<file path="src/rtl/mant_add_stage.sv">
`default_nettype none
// ============================================================================
// Package     : float_types_pkg
// Description : Shared floating-point field layout.
// Revision    : 1.0 - initial release
// ============================================================================
package float_types_pkg;
  localparam int FP_MANT_W = 24;

  typedef struct packed {
    logic                 sign;
    logic [7:0]           exp;
    logic [FP_MANT_W-1:0] mant;
  } float_point_num;
endpackage

// ============================================================================
// Module      : mant_add_stage
// Description : Single register stage adding/subtracting two aligned
//               mantissas. Produces sign-magnitude result with carry-out,
//               pre-normalisation exponent and zero flag, behind a
//               valid/ready handshake with full 1 result/cycle throughput.
// Ports       : clk_i   - clock, rising edge
//               arstn_i - asynchronous active-low reset
//               bus     - mant_add_stage_if.slave (operands in, result out)
// Revision    : 1.0 - initial release
// ============================================================================
module mant_add_stage
  import float_types_pkg::*;
#(
  // Must match the mantissa width of float_point_num.
  parameter int MANT_W = FP_MANT_W
) (
  input  wire             clk_i,
  input  wire             arstn_i,
  mant_add_stage_if.slave bus
);

  float_point_num  w_a;
  float_point_num  w_b;
  logic            w_b_sign_eff;
  logic            w_accept;
  logic            w_sign;
  logic [MANT_W:0] w_mant;

  logic            r_valid;
  logic            r_sign;
  logic [7:0]      r_exp;
  logic [MANT_W:0] r_mant;
  logic            r_zero;

  assign w_a = bus.a_i;
  assign w_b = bus.b_i;

  // Subtraction is folded into B's sign so one magnitude path covers both ops.
  assign w_b_sign_eff = w_b.sign ^ bus.sub_i;

  // Sign-magnitude add: when effective signs differ, the smaller magnitude
  // is always subtracted from the larger, so the carry bit stays clear.
  always_comb begin
    w_sign = w_a.sign;
    w_mant = '0;
    if (w_a.sign == w_b_sign_eff) begin
      w_mant = {1'b0, w_a.mant} + {1'b0, w_b.mant};
      w_sign = w_a.sign;
    end else if (w_a.mant > w_b.mant) begin
      w_mant = {1'b0, w_a.mant} - {1'b0, w_b.mant};
      w_sign = w_a.sign;
    end else if (w_b.mant > w_a.mant) begin
      w_mant = {1'b0, w_b.mant} - {1'b0, w_a.mant};
      w_sign = w_b_sign_eff;
    end else begin
      // Exact cancellation yields +0.
      w_mant = '0;
      w_sign = 1'b0;
    end
  end

  // Ready never looks at valid_i, avoiding a combinational valid->ready path.
  assign bus.ready_o = !r_valid || bus.ready_i;
  assign w_accept    = bus.valid_i && bus.ready_o;

  always_ff @(posedge clk_i or negedge arstn_i) begin
    if (!arstn_i) begin
      r_valid <= 1'b0;
      r_sign  <= 1'b0;
      r_exp   <= 8'h00;
      r_mant  <= '0;
      r_zero  <= 1'b1;
    end else begin
      // When ready_o is high the slot is free or being drained this cycle,
      // so valid simply follows the incoming valid.
      if (bus.ready_o) begin
        r_valid <= bus.valid_i;
      end
      if (w_accept) begin
        r_sign <= w_sign;
        r_exp  <= w_a.exp;
        r_mant <= w_mant;
        r_zero <= (w_mant == '0);
      end
    end
  end

  assign bus.valid_o = r_valid;
  assign bus.sign_o  = r_sign;
  assign bus.exp_o   = r_exp;
  assign bus.mant_o  = r_mant;
  assign bus.zero_o  = r_zero;

endmodule
`default_nettype wire

</file>
<file path="src/rtl/mant_add_stage_if.sv">
`default_nettype none
// ============================================================================
// Module      : mant_add_stage_if
// Description : Handshake and data bundle for the mantissa add stage.
//               Operands travel as packed {sign, exp[7:0], mant[MANT_W-1:0]}
//               words that match float_types_pkg::float_point_num.
//               slave  - the add stage (consumes operands, produces result)
//               master - the upstream/downstream environment
// Revision    : 1.0 - initial release
// ============================================================================
interface mant_add_stage_if #(
  parameter int MANT_W = 24
);
  logic [MANT_W+8:0] a_i;      // operand A, already aligned
  logic [MANT_W+8:0] b_i;      // operand B, already aligned
  logic              sub_i;    // 1 = A-B, 0 = A+B
  logic              valid_i;  // operands valid this cycle
  logic              ready_o;  // stage can accept operands
  logic              sign_o;   // result sign
  logic [7:0]        exp_o;    // result exponent, pre-normalisation
  logic [MANT_W:0]   mant_o;   // result magnitude, MSB is carry-out
  logic              zero_o;   // result magnitude is exactly zero
  logic              valid_o;  // result valid
  logic              ready_i;  // downstream accepts result

  modport slave (
    input  a_i, b_i, sub_i, valid_i, ready_i,
    output ready_o, sign_o, exp_o, mant_o, zero_o, valid_o
  );

  modport master (
    output a_i, b_i, sub_i, valid_i, ready_i,
    input  ready_o, sign_o, exp_o, mant_o, zero_o, valid_o
  );
endinterface
`default_nettype wire

</file>
<file path="src/flat_wrapper.sv">
// flat-port wrapper written by rule: the top's interface ports become plain ports
module mant_add_stage_flat import float_types_pkg::*;
#(
                                                      
  parameter int MANT_W = FP_MANT_W
)
  (clk_i, arstn_i, bus_a_i, bus_b_i, bus_sub_i, bus_valid_i, bus_ready_i, bus_ready_o, bus_sign_o, bus_exp_o, bus_mant_o, bus_zero_o, bus_valid_o);
  mant_add_stage_if #(.MANT_W(MANT_W)) bus_i ();
  input  wire clk_i;
  input  wire arstn_i;
  input wire logic [$bits(bus_i.a_i)-1:0] bus_a_i;
  input wire logic [$bits(bus_i.b_i)-1:0] bus_b_i;
  input wire logic [$bits(bus_i.sub_i)-1:0] bus_sub_i;
  input wire logic [$bits(bus_i.valid_i)-1:0] bus_valid_i;
  input wire logic [$bits(bus_i.ready_i)-1:0] bus_ready_i;
  output wire logic [$bits(bus_i.ready_o)-1:0] bus_ready_o;
  output wire logic [$bits(bus_i.sign_o)-1:0] bus_sign_o;
  output wire logic [$bits(bus_i.exp_o)-1:0] bus_exp_o;
  output wire logic [$bits(bus_i.mant_o)-1:0] bus_mant_o;
  output wire logic [$bits(bus_i.zero_o)-1:0] bus_zero_o;
  output wire logic [$bits(bus_i.valid_o)-1:0] bus_valid_o;
  assign bus_i.a_i = bus_a_i;
  assign bus_i.b_i = bus_b_i;
  assign bus_i.sub_i = bus_sub_i;
  assign bus_i.valid_i = bus_valid_i;
  assign bus_i.ready_i = bus_ready_i;
  assign bus_ready_o = bus_i.ready_o;
  assign bus_sign_o = bus_i.sign_o;
  assign bus_exp_o = bus_i.exp_o;
  assign bus_mant_o = bus_i.mant_o;
  assign bus_zero_o = bus_i.zero_o;
  assign bus_valid_o = bus_i.valid_o;
  mant_add_stage #(.MANT_W(MANT_W)) u_core (.clk_i(clk_i), .arstn_i(arstn_i), .bus(bus_i));
endmodule
</file>
<file path="config.mk">
export PLATFORM = sky130hd
export DESIGN_NAME = mant_add_stage_flat
export DESIGN_NICKNAME = d
export VERILOG_FILES = /design/src/rtl/mant_add_stage.sv /design/src/rtl/mant_add_stage_if.sv /design/src/flat_wrapper.sv
export SDC_FILE = /design/constraint.sdc
export NUM_CORES = 1
export LEC_CHECK = 0
export ABC_CLOCK_PERIOD_IN_PS = 4700
export CORE_MARGIN = 2
export CORE_UTILIZATION = 59
export DETAILED_ROUTE_END_ITERATION = 7
export PLACE_DENSITY = 0.88
export SYNTH_ARGS = -nofsm -noshare
export SYNTH_HDL_FRONTEND = slang
export SYNTH_SLANG_ARGS = --single-unit
</file>
<file path="constraint.sdc">
create_clock -name clk_i -period 4.7 [get_ports clk_i]
set_input_delay 0.94 -clock clk_i [delete_from_list [all_inputs] [get_ports clk_i]]
set_output_delay 0.94 -clock clk_i [all_outputs]
set_load 0.01 [all_outputs]
</file>
==> results.toml <==
[placement]
dp_cells = 1131
dp_hpwl_um = 18600
portBuffers = 99
place_congestion = 0.987
postPlaceCellArea_sq_um = 8120

[clock_network]
holdBufCountCts = 0
path_clk_slew_ns = 0.07
htreeDepth = 2
cts_buffers = 5
clock_latency_ns = 0.29
cts_root_buffer = "clkbuf_8"
cts_tree = "built"
cts.sinks = 36
clk_path_buf_depth = 2

[run]
maxCapViolCount = 0

[route]
vias_per_cell = 6.41
drt_iter0_markers = 861
wire_per_inst_um = 20.3
wirelength_um = 23100
ant_nets = 0
first_pass_iters = 7
drt_drc_violations_left = 0
num_vias = 7310

[yosys]
syn_area_per_cell_sq_um = 7.64
synth_area_sq_um = 6040
yosysUniqueCellTypes = 92
yosysTopAreaCellShare_pct = 14.9
ys_top_cells_by_area = "ha_1 15%, dfrtp_1 15%, a21oi_1 6.1%"
synth-edff-count = 0
syn_nets = 936
synth_top_area_cell = "ha_1"
async_flop_share_pct = 100
synth_seq_cells = 36
ys_seq_area_share_pct = 14.9
synth-main-ff-cell = "dfrtp_1"
synthesis.instances = 790
yosys_warnings = 0

[timing]
grt_setup_unrepaired = "true"
setup_viol = 0
relSlewSlack_pct = 51.3
whs_ns = 0.500
tightestPinTransition_ns = 0.727
period_share_pct = 99.7
maxSlewViolCount = 0
clock.fmax_ghz = 0.213
min_period_ns = 4.69
skew_ns = 0.00745
hold_violations = 0

[global_routing]
grt_use_total_pct = 40.8
grt_overflow = 0
grt_pass1_vias = 7297
grt_max_degree = 51
grt_first_pass_wirelength_um = 36300
grt_antenna_before_repair = 0

[floorplanning]
die_area_sq_um = 11100
die_w_um = 105
io_pins = 108
initial_core_util_pct = 61.2
die_h_um = 105
core_area_sq_um = 9860
num_rows = 36

[critical_path]
path_cells = "clkdlybuf4s50_1, inv_1, ha_1, inv_1, fa_1, a211oi_1, o21bai_1, a2111oi_0, buf_4, o41ai_1, xnor2_1, nor3_1, a211o_1, nor3_1, nand4_1, nor4_2, nand4_1, o31ai_2"
startpoint_type = "input port"
worst-setup-path-type = "input port to register"
crit_arrival_ns = 4.89
cp.required_ns = 4.90
crit_fanout = 3
crit_family = "compound AO/OA/AOI/OAI gates"
cp_slowest_cell = "a2111oi_0"
r2r_setup_slack_ns = 2.33
slowest_delay_ns = 0.49
worst-path-buf-inv = 4
cp-end-kind = "register"

[power]
p_per_area_nw_per_um2 = 249
combPwrFrac_pct = 67.4
p_leak_nw = 3.85
sequentialPowerShare_pct = 20.9
switching_share_pct = 43.6
clock_power_share_pct = 11.6
power.total_mw = 2.07
p_switching_uw = 902
vdd_drop_max_mv = 0.224
p_int_mw = 1.17

[layout]
final_cells = 1140
antenna_cells = 0
area_delta_synth_final_pct = 37.4
final_area_sq_um = 8290
drive_gt1_share_pct = 23.0
final_nets = 1152

[min_path]
hp-class = "register to register"

[outcome]
status = "complete, no violations"
## worst register-to-register path: stages, from the launching register on
cell	delay (ns)
dfrtp_1	0.39
nand2b_1	0.16
nand2_1	0.14
a221oi_2	0.28
nand4_1	0.18
a2111oi_2	0.40
nand4_1	0.16
nor4_2	0.17
nand4_1	0.18
o31ai_2	0.23
## cells by family after synthesis
| kind of cell | share of synthesized area, % |
|---|---|
| AOI/OAI and AO/OA | 33.4 |
| and+or+nand+nor | 20.6 |
| buffers and inverters | 7.94 |
| adders and majority gates | 15.9 |
| DFF | 14.9 |
| xor gates and xnor gates | 3.90 |
| muxes | 3.34 |
## placed cells by master (no fill, tap or decap), drive strengths merged, types with 16 or more instances in the layout
| cell | count |
|---|---|
| buf | 147 |
| clkdlybuf4s50 | 99 |
| a21oi | 78 |
| inv | 73 |
| ha | 72 |
| nand2 | 70 |
| nor2 | 65 |
| o21ai | 56 |
| dfrtp | 35 |
| a21o | 22 |
| mux2 | 17 |
| xnor2 | 16 |
## timing repair
action                     4_1_cts  5_1_grt
hold endpoints to repair         0        0
pin swaps                        0        3
buffers inserted                 0        1
setup endpoints to repair        1        4
resized for setup                1       14
## state kept, by name, summed over array words and instances (netlist names)
signal and flops:
u_core.bus.sign_o 1, u_core.bus.exp_o 8, u_core.bus.mant_o 25, u_core.bus.valid_o 1, u_core.bus.zero_o 1
## path summary, 6_finish.rpt
| check | end | depth (start not counted) | start |
|---|---|---|---|
| min in group asynchronous | u_core.bus.exp_o[5] | 2 | arstn_i |
| max | u_core.bus.zero_o | 18 | bus_b_i[0] |
| min reg2reg | u_core.bus.zero_o | 2 | u_core.bus.zero_o |
| max reg2reg | u_core.bus.zero_o | 9 | u_core.bus.valid_o |
| max in group asynchronous | u_core.bus.zero_o | 2 | arstn_i |
| min | u_core.bus.zero_o | 2 | u_core.bus.zero_o |
## cell type report
cell class | instances | area [sq um]
Sequential cell | 36 | 902
Multi-Input combinational cell | 644 | 4730
Inverter | 73 | 274
Clock buffer | 8 | 100
Timing Repair Buffer | 246 | 2120
Tap cell | 133 | 166
Fill cell | 574 | 1570
## metrics by stage
stage	TNS [ns]	worst slack, ns	utilization [%]
6_report	0	0.0129	84.1
5_1_grt	-0.0569	-0.0569	84.1
2_1_floorplan	0	0.807	-
3_5_place_dp	-0.412	-0.337	82.3
3_3_place_gp	-0.0933	-0.0933	82.3
4_1_cts	0	0.0574	83.3
## cells in the mapped netlist, types with 6 or more instances
library cell  count
a21oi_1          74
and2_1            7
mux2_2           17
inv_1            73
buf_2            12
o211ai_1         10
a211oi_1          9
nand2b_1         14
buf_4             6
ha_1             72
o31ai_1           7
o21bai_1         13
and3_1            8
a31oi_1           9
a21o_1           21
nand3_1          15
o22ai_1           8
o21ai_0          45
nor2b_1           6
xor2_1            9
nand2_1          69
dfrtp_1          35
nor3_1           10
clkbuf_1         12
nand4_1          12
o21ai_1           7
xnor2_1          16
nor2_1           63
## routing by layer
metal	GRT usage [%]	routed length, um	vias up
met4	20.5	1090	0
met3	6.61	2250	107
li1	-	-	3303
met5	0	0	-
met1	51.2	8990	3370
met2	67.5	10800	530
## power groups by stage
| stage | clock network [mW] | registers [mW] | logic [mW] |
|---|---|---|---|
| finish | 0.241 | 0.432 | 1.39 |
| detailed placement | 0 | 0.435 | 1.32 |
| floorplan | 0 | 0.461 | 0.653 |
| CTS | 0.241 | 0.431 | 1.33 |
| global placement | 0 | 0.424 | 1.27 |
| global route | 0.258 | 0.439 | 1.47 |
No activity file was read; power rests on OpenSTA's default activity.
